==> config.mk <==
export PLATFORM = sky130hd
export DESIGN_NAME = mem_stage
export DESIGN_NICKNAME = d
export VERILOG_FILES = /design/src/rtl/mem_stage.sv
export SDC_FILE = /design/constraint.sdc
export NUM_CORES = 1
export LEC_CHECK = 0
export ABC_AREA = 1
export CORE_MARGIN = 4
export CORE_UTILIZATION = 47
export DETAILED_ROUTE_END_ITERATION = 10
export PLACE_DENSITY = 0.91
export SYNTH_ARGS = -nofsm -noshare
export SYNTH_HDL_FRONTEND = slang
export SYNTH_SLANG_ARGS = --single-unit
==> constraint.sdc <==
create_clock -name clk -period 2.2 [get_ports clk]
set_clock_uncertainty 0.2 [all_clocks]
set_input_delay 0.22 -clock clk [delete_from_list [all_inputs] [get_ports clk]]
set_output_delay 0.22 -clock clk [all_outputs]
set_load 0.05 [all_outputs]
==> src/rtl/mem_stage.sv <==
// -----------------------------------------------------------------------------
// mem_stage -- memory-access stage of the 5-stage pipeline.
//
// Sits between the EX/MEM register and WB and owns the MEM/WB register.
// Non-memory instructions pass through in one cycle. Aligned loads and stores
// are issued on a req/ack data-memory bus. The stage stalls upstream until
// the bus acknowledges the access or the optional timeout expires.
// Misaligned accesses are dropped and reported with a one-cycle pulse.
//
// Parameters
//   TIMEOUT  BUS cycles without dm_ack before abort (0 = never abort)
//   TO_W     timeout counter width, TIMEOUT < 2**TO_W
//
// Ports
//   clk, reset                 clock (rising edge), async active-low reset
//   ex_*                       EX/MEM register contents
//   dm_req/we/addr/be/wdata    data-memory request (held stable until ack)
//   dm_ack, dm_rdata           data-memory completion and read word
//   mem_stall                  high for every cycle spent in BUS
//   wb_RFWe/rfwaddr/rfwdata    MEM/WB register towards writeback
//   mem_misalign, mem_timeout  one-cycle fault pulses
// -----------------------------------------------------------------------------
module mem_stage #(
   parameter int TIMEOUT = 0,
   parameter int TO_W    = 8
) (
   input  logic        clk,
   input  logic        reset,
   input  logic        ex_valid,
   input  logic        ex_MemRead,
   input  logic        ex_MemWrite,
   input  logic [2:0]  ex_DMType,
   input  logic [1:0]  ex_WDSel,
   input  logic        ex_RFWe,
   input  logic [4:0]  ex_rfwaddr,
   input  logic [31:0] ex_aluout,
   input  logic [31:0] ex_rs2data,
   input  logic [31:0] ex_pc4,
   output logic        dm_req,
   output logic        dm_we,
   output logic [31:0] dm_addr,
   output logic [3:0]  dm_be,
   output logic [31:0] dm_wdata,
   input  logic        dm_ack,
   input  logic [31:0] dm_rdata,
   output logic        mem_stall,
   output logic        wb_RFWe,
   output logic [4:0]  wb_rfwaddr,
   output logic [31:0] wb_rfwdata,
   output logic        mem_misalign,
   output logic        mem_timeout
);

   typedef enum logic {IDLE = 1'b0, BUS = 1'b1} state_t;

   localparam logic [2:0] DM_WORD   = 3'b000;
   localparam logic [2:0] DM_HALF   = 3'b001;
   localparam logic [2:0] DM_HALF_U = 3'b010;
   localparam logic [2:0] DM_BYTE   = 3'b011;
   localparam logic [2:0] DM_BYTE_U = 3'b100;

   localparam logic [1:0] WD_MEM = 2'b01;
   localparam logic [1:0] WD_PC4 = 2'b10;

   // Last counter value before abort; only used when TIMEOUT > 0.
   localparam logic [TO_W-1:0] TO_LAST = TO_W'((TIMEOUT > 0) ? TIMEOUT - 1 : 0);

   // ---------------------------------------------------------------------------
   // State and captured access context
   // ---------------------------------------------------------------------------
   state_t          state, nxt_state;
   logic [TO_W-1:0] to_cnt, nxt_cnt;
   logic [2:0]      cap_type, nxt_cap_type;
   logic [1:0]      cap_lane, nxt_cap_lane;
   logic [1:0]      cap_wdsel, nxt_cap_wdsel;
   logic            cap_rfwe, nxt_cap_rfwe;
   logic [4:0]      cap_rfwaddr, nxt_cap_rfwaddr;
   logic [31:0]     cap_val, nxt_cap_val;

   logic            nxt_req, nxt_we;
   logic [31:0]     nxt_addr, nxt_wdata;
   logic [3:0]      nxt_be;
   logic            nxt_wb_rfwe;
   logic [4:0]      nxt_wb_rfwaddr;
   logic [31:0]     nxt_wb_rfwdata;
   logic            nxt_misalign, nxt_timeout;

   // ---------------------------------------------------------------------------
   // Decode of the instruction waiting in EX/MEM
   // ---------------------------------------------------------------------------
   logic        is_mem, is_byte, is_half, is_word, misaligned;
   logic [3:0]  st_be;
   logic [31:0] st_wdata;
   logic [31:0] direct_val;

   assign is_mem  = ex_MemRead | ex_MemWrite;
   assign is_byte = (ex_DMType == DM_BYTE) || (ex_DMType == DM_BYTE_U);
   assign is_half = (ex_DMType == DM_HALF) || (ex_DMType == DM_HALF_U);
   // Undefined type codes fall back to a full word access.
   assign is_word = !is_byte && !is_half;

   assign misaligned = (is_half && ex_aluout[0]) ||
                       (is_word && (ex_aluout[1:0] != 2'b00));

   // Value written back when the result does not come from memory.
   assign direct_val = (ex_WDSel == WD_PC4) ? ex_pc4 : ex_aluout;

   always_comb begin
      // NOTE: every combinational output gets a default before any branch;
      // a path that leaves a variable unassigned would infer a latch.
      st_be    = 4'b1111;
      st_wdata = ex_rs2data;
      if (is_byte) begin
         st_be    = 4'b0001 << ex_aluout[1:0];
         st_wdata = {4{ex_rs2data[7:0]}};
      end else if (is_half) begin
         st_be    = ex_aluout[1] ? 4'b1100 : 4'b0011;
         st_wdata = {2{ex_rs2data[15:0]}};
      end
   end

   // ---------------------------------------------------------------------------
   // Load formatting from the captured type and lane
   // ---------------------------------------------------------------------------
   logic [7:0]  ld_byte;
   logic [15:0] ld_half;
   logic [31:0] ld_fmt;

   assign ld_byte = dm_rdata[{cap_lane, 3'b000} +: 8];
   assign ld_half = dm_rdata[{cap_lane[1], 4'b0000} +: 16];

   always_comb begin
      ld_fmt = dm_rdata;
      unique case (cap_type)
         DM_BYTE:   ld_fmt = {{24{ld_byte[7]}}, ld_byte};
         DM_BYTE_U: ld_fmt = {24'h0, ld_byte};
         DM_HALF:   ld_fmt = {{16{ld_half[15]}}, ld_half};
         DM_HALF_U: ld_fmt = {16'h0, ld_half};
         default:   ld_fmt = dm_rdata;
      endcase
   end

   // Stall is a pure decode of the state register.
   assign mem_stall = (state == BUS);

   // ---------------------------------------------------------------------------
   // Next-state and next-register logic
   // ---------------------------------------------------------------------------
   always_comb begin
      nxt_state       = state;
      nxt_cnt         = to_cnt;
      nxt_req         = dm_req;
      nxt_we          = dm_we;
      nxt_addr        = dm_addr;
      nxt_be          = dm_be;
      nxt_wdata       = dm_wdata;
      nxt_cap_type    = cap_type;
      nxt_cap_lane    = cap_lane;
      nxt_cap_wdsel   = cap_wdsel;
      nxt_cap_rfwe    = cap_rfwe;
      nxt_cap_rfwaddr = cap_rfwaddr;
      nxt_cap_val     = cap_val;
      // WB register carries a bubble unless a result is written this edge.
      nxt_wb_rfwe     = 1'b0;
      nxt_wb_rfwaddr  = wb_rfwaddr;
      nxt_wb_rfwdata  = wb_rfwdata;
      nxt_misalign    = 1'b0;
      nxt_timeout     = 1'b0;

      unique case (state)
         IDLE: begin
            if (ex_valid) begin
               if (!is_mem) begin
                  nxt_wb_rfwe    = ex_RFWe;
                  nxt_wb_rfwaddr = ex_rfwaddr;
                  nxt_wb_rfwdata = direct_val;
               end else if (misaligned) begin
                  nxt_misalign = 1'b1;
               end else begin
                  nxt_req         = 1'b1;
                  nxt_we          = ex_MemWrite;
                  nxt_addr        = {ex_aluout[31:2], 2'b00};
                  nxt_be          = st_be;
                  nxt_wdata       = st_wdata;
                  nxt_cap_type    = ex_DMType;
                  nxt_cap_lane    = ex_aluout[1:0];
                  nxt_cap_wdsel   = ex_WDSel;
                  // A store never writes the register file, even if flagged.
                  nxt_cap_rfwe    = ex_RFWe & ~ex_MemWrite;
                  nxt_cap_rfwaddr = ex_rfwaddr;
                  nxt_cap_val     = direct_val;
                  nxt_cnt         = '0;
                  nxt_state       = BUS;
               end
            end
         end

         BUS: begin
            // An ack on the would-be timeout cycle wins over the abort.
            if (dm_ack) begin
               nxt_req        = 1'b0;
               nxt_wb_rfwe    = cap_rfwe;
               nxt_wb_rfwaddr = cap_rfwaddr;
               nxt_wb_rfwdata = (cap_wdsel == WD_MEM) ? ld_fmt : cap_val;
               nxt_cnt        = '0;
               nxt_state      = IDLE;
            end else if ((TIMEOUT > 0) && (to_cnt == TO_LAST)) begin
               nxt_req     = 1'b0;
               nxt_timeout = 1'b1;
               nxt_cnt     = '0;
               nxt_state   = IDLE;
            end else begin
               nxt_cnt = to_cnt + 1'b1;
            end
         end

         default: nxt_state = IDLE;
      endcase
   end

   // ---------------------------------------------------------------------------
   // Registers
   // ---------------------------------------------------------------------------
   // NOTE: sequential state uses non-blocking assignments so every register
   // samples pre-edge values, independent of statement order.
   always_ff @(posedge clk or negedge reset) begin
      if (!reset) begin
         state        <= IDLE;
         to_cnt       <= '0;
         dm_req       <= 1'b0;
         dm_we        <= 1'b0;
         dm_addr      <= '0;
         dm_be        <= '0;
         dm_wdata     <= '0;
         cap_type     <= '0;
         cap_lane     <= '0;
         cap_wdsel    <= '0;
         cap_rfwe     <= 1'b0;
         cap_rfwaddr  <= '0;
         cap_val      <= '0;
         wb_RFWe      <= 1'b0;
         wb_rfwaddr   <= '0;
         wb_rfwdata   <= '0;
         mem_misalign <= 1'b0;
         mem_timeout  <= 1'b0;
      end else begin
         state        <= nxt_state;
         to_cnt       <= nxt_cnt;
         dm_req       <= nxt_req;
         dm_we        <= nxt_we;
         dm_addr      <= nxt_addr;
         dm_be        <= nxt_be;
         dm_wdata     <= nxt_wdata;
         cap_type     <= nxt_cap_type;
         cap_lane     <= nxt_cap_lane;
         cap_wdsel    <= nxt_cap_wdsel;
         cap_rfwe     <= nxt_cap_rfwe;
         cap_rfwaddr  <= nxt_cap_rfwaddr;
         cap_val      <= nxt_cap_val;
         wb_RFWe      <= nxt_wb_rfwe;
         wb_rfwaddr   <= nxt_wb_rfwaddr;
         wb_rfwdata   <= nxt_wb_rfwdata;
         mem_misalign <= nxt_misalign;
         mem_timeout  <= nxt_timeout;
      end
   end

endmodule

Word-level counts from Yosys, hierarchy flattened. Index checks and enable logic that the tools add are counted.

Flip-flop bits (word level): 153. Bits of input ports: 145. Logic and storage cells: 85.

Eq/ne operators: 15. Shift-type cells: 3. Mux-type cells: 34. Bitwise gates (word level): 5. Reduce and logical (&&, ||, !) cells: 12.

Operator list (count): two-way mux 32 bit (7); case mux 32 bit (4 select lines) (1); case mux 32 bit (2 select lines) (1); indexed part select 32 x 6 -> 16 bit (1); indexed part select 32 x 6 -> 8 bit (1); two-way mux 1 bit (15); two-way mux 5 bit (3); equality test 3 x 2 -> 1 bit, second input constant (4); two-way mux 4 bit (3); inequality test 2 bit, second input constant (5); case mux 5 bit (2 select lines) (1); AND reduction 4 bit (2); equality test 3 x 1 -> 1 bit, second input constant (2); equality test 3 bit, second input constant (2); case mux 1 bit (2 select lines) (3); << shifter 1 x 2 -> 4 bit, first input constant (1); logical AND 1 bit (3); logical OR 1 bit (3); inverter 1 bit (3); AND reduction 3 bit (1); equality test 2 x 1 -> 1 bit, second input constant (1); equality test 2 bit, second input constant (1); logical NOT 1 bit (2); nonzero test 2 bit (1); other kinds (2) (2).

Logic depth before layout (Yosys ltp).
Depth after elaboration: 10. Mapped depth: 11. Gate-level depth less buffers: 10.

Worst setup path before layout. OpenSTA, ideal clock, no wires.

Kind: reg2reg. From: reg state, in the netlist mem_stall. To: reg wb_rfwdata[1]. Setup time: 77 ps. Data arrival time: 1625 ps. Slack: 298 ps. Stages on the path, launching flop included: 8. Path buffers: 2. Cells stage by stage: dfrtp_1 inv_2 nand3_1 nand2_1 buf_2 clkbuf_1 nor2_1 a21oi_1.

Cells in the longest elaborated chain, start to end: 3.

RTL lines: from (decl) (line 71) `state_t state, nxt_state;`; from (signal assigned) (line 247) `state <= nxt_state;`; inverter 1 bit (no source line); inequality test 2 bit (no source line); AND reduction 3 bit (no source line); to (signal assigned) (line 262) `wb_rfwdata <= nxt_wb_rfwdata;`; to (decl) (line 49) `output logic [31:0] wb_rfwdata,`.

Several ways; a longest one is shown, not always the timed one. A chain may end at the register's enable or synchronous reset.

Worst setup path in the final report.
From: reg cap_type[2]. To: reg wb_rfwdata[10].

Cells in the longest elaborated chain, start to end: 5.

RTL lines: from (decl) (line 73) `logic [2:0] cap_type, nxt_cap_type;`; from (signal assigned) (line 254) `cap_type <= nxt_cap_type;`; equality test 3 x 2 -> 1 bit, or another cell as far along (line 134) `unique case (cap_type)`; case mux 32 bit (4 select lines) * (line 134); two-way mux 32 bit * (line 204) `nxt_wb_rfwdata = (cap_wdsel == WD_MEM) ? ld_fmt : cap_val;`; two-way mux 32 bit * (line 200) `if (dm_ack) begin`; case mux 32 bit (2 select lines) * (line 170) `unique case (state)`.

Mark *: on every way between the ends. The rest lies on a longest branch, timed or not. The select of a mux whose other input is x is not followed.

==> key figures <==
CTS
  • Clock sink total: around 150
  • Number of CTS-inserted buffers: 17
  • Clk slew on worst S/H paths: about 0.060 ns
  • Clock Tree Buf Depth: 2
  • Clk_lat worst skew: roughly 0.42 ns
  • CTS tree: yes
  • H-tree Lvls: 4
  • Clk Tree Root Cell: clkbuf_16

Power and ir drop
  • P_int: just under 8 mW
  • Static leakage: approximately 5.8 nW
  • Clock share of power: 0.214
  • Peak VDD IR: 811 uV
  • Flop pwr share: 0.298
  • Cell area power density: 1200 mW/mm^2
  • Final Power: roughly 14 mW
  • Power share of the combinational group: 0.488
  • Switching Share: 0.442
  • Net switching power: about 6.2 mW

Floorplanning
  • Core ar.: ~0.017 mm^2
  • Initial Util: 0.485
  • Row cnt: between 40 and 50
  • Io pins: between 200 and 300
  • Die X: 140 um
  • Die height: around 140 um
  • Die ar.: 0.0195 mm^2

Worst setup path
  • Worst EP required: 2.32 ns
  • Worst EP arrival: about 2.2 ns
  • Startpoint types: flop
  • Worst Path Max Fanout: 9
  • Setup CP Type: reg2reg
  • Register-to-register setup slack: ~0.11 ns
  • Setup crit end kind: flop

Timing
  • Relative slew slack: 0.573
  • Achievable Freq: 478 MHz
  • Tcrit/Tclk final: 0.950
  • Post-route minimum period: 2.09 ns
  • Hold Fails Final Rpt: 0
  • Final setup violation count: 0
  • Pins over their slew limit: 0
  • Measured slew at the worst slew-check pin: ~0.64 ns
  • Setup TNS: 0 ns

Route
  • WL final: between 20000 and 30000 um
  • Via density: roughly 5.2
  • Antenna Violating Nets Remaining: 0
  • DR iter-0 viols: 891
  • Pre-antenna DRT Iters: 6
  • Drt wl/cell: about 16 um
  • Top sig layer: met5
  • WL met1: around 10000 um
  • Vias: ~8500
  • Met2 Routed Length: 13100 um
  • DR WL met3: around 2200 um
  • DRC viols: 0

Finish
  • P&R area growth vs syn: 43.8%
  • Final instance area: between 0.01 and 0.015 mm^2
  • Final design utilization: 0.697
  • Final net count: 1545
  • Fill cell count: 1344
  • Leading cell type in the layout, fill and taps excluded: nand2_1
  • Layout cells sized above 1: 0.0701
  • Number of cells in the finished layout apart from fillers: 1634
  • Commonest non-fill, non-tap cells in the layout: 383 x nand2_1, 250 x clkdlybuf4s50_1, 153 x dfrtp_1

Synthesis
  • Mapped Cells: approximately 1100
  • Synth Register Bits: 153
  • Post-synth top area cell: dfrtp_1
  • Top post-synthesis cells by area: dfrtp_1 47%, nand2_1 18%, inv_1 6.6%, a21oi_1 5.8%, o21ai_0 5.6%
  • Seq/Total Area, Yosys: 0.469
  • Mean area per synthesized cell: 7.12 um^2
  • Synth warn: 0
  • Yosys top cell area share: 0.469
  • Synth unique cells: 30
  • Cell Area, Synth: a little over 0.008 mm^2

Outcome
  • Outcome: completed

Global route
  • Initial antenna violation count: 2
  • Largest net degree at the start of global routing: 63
  • First-pass GRT wire length: 42500 um
  • GRT overflow: 0
  • Vias in the first global route: 8384
  • All-Layer GR Usage: 0.270

Place
  • DP Cell Count: between 1500 and 2000
  • Hpwl dp: about 20000 um
  • Post-DP Area: approximately 0.011 mm^2
  • Placer Congestion: roughly 0.97
  • Input/output buffers: between 200 and 300

Job
  • Max_cap viols: 0

Worst hold path
  • HP Class: in2async
what timing repair did:
item,CTS,global route
resized for setup,0,0
endpoints found under the hold margin,75,0
buffers inserted,0,4
endpoints found under the setup margin,0,2
hold buffers,1,0
metrics by stage:
stage / setup slack [ns] / hold slack, ns
after floorplan: 0.298 / -0.276
after global placement: 0.0363 / 0.00817
after detailed placement: -0.0206 / 0.0113
after CTS: 0.116 / 0.129
after global routing: -0.0107 / 0.170
final: 0.110 / 0.126
area by class of cell:
| type | instances | area (um^2) | share of cell area |
|---|---|---|---|
| timing repair buffer | 299 | 3030 | 0.258 |
| inverter | 150 | 566 | 0.0482 |
| multi-input combinational | 779 | 3420 | 0.292 |
| tap | 220 | 275 | 0.0235 |
| sequential | 153 | 3830 | 0.326 |
| clock inverter | 12 | 149 | 0.0127 |
| clock buffer | 20 | 457 | 0.0389 |
| antenna | 1 | 2.50 | 0.000213 |
Yosys cell counts:
cell type and count:
nor2_4 1, buf_6 6, nand2_1 385, buf_2 18, o21ai_2 1, buf_4 13, nor2_2 2, o21ai_1 49
o22ai_1 2, o211ai_1 5, nand3_4 1, o21a_1 2, a21boi_0 8, inv_2 6, inv_1 144, nand3_2 1
buf_1 4, nand3_1 33, nor2_1 81, a31oi_1 5, a21oi_2 1, nand2_2 4, o21ai_0 92, clkbuf_1 24
dfrtp_1 153, nand4_1 6, nor3_1 1, conb_1 1, nand2_4 1, a21oi_1 95
critical path, stage by stage, from the launching register on:
cell and delay (ns):
dfrtp_1 0.38, inv_1 0.13, nand3_1 0.11, nand2_1 0.32
inv_1 0.10, nand2_1 0.12, nor2_1 0.05, o21ai_0 0.33
nand2_1 0.13, nand2_1 0.08, nand2_1 0.05
state kept, by name (all words and copies together), names as in the netlist, 3 cells and up:
register and count:
cap_val 32, dm_be 4, wb_rfwaddr 5, cap_rfwaddr 5
cap_type 3, dm_addr 30, wb_rfwdata 32, dm_wdata 32
worst paths after layout:
kind | start | to | cells after the start
min in group clk | ex_aluout[14] | dm_addr[14] | 3
max reg2reg | cap_type[2] | wb_rfwdata[10] | 10
max | cap_type[2] | wb_rfwdata[10] | 10
max in group asynchronous | reset | dm_wdata[1] | 3
min reg2reg | cap_val[15] | cap_val[15] | 2
min | reset | dm_addr[8] | 2
power groups by stage:
stage	Clock [mW]	Sequential [mW]	Combinational [mW]
2_1_floorplan	0	6.42	2.06
3_3_place_gp	0	4.19	6.66
3_5_place_dp	0	4.23	6.77
4_1_cts	3.06	4.20	6.82
5_1_grt	3.17	4.31	7.34
6_report	3.03	4.20	6.89
cell families after synthesis:
kind of cell,after synthesis,synth area share
and+or+nand+nor,516,0.251
other,1,0.000460
buffers and inverters,215,0.113
AOI/OAI and AO/OA,260,0.166
DFF,153,0.469
routing by layer:
metal | vias to the layer above | GRT usage
li1 | 4093 | -
met1 | 3910 | 0.341
met2 | 445 | 0.448
met3 | 82 | 0.0628
met4 | 2 | 0.114
met5 | - | 0
(Power assumes the default switching activity.)
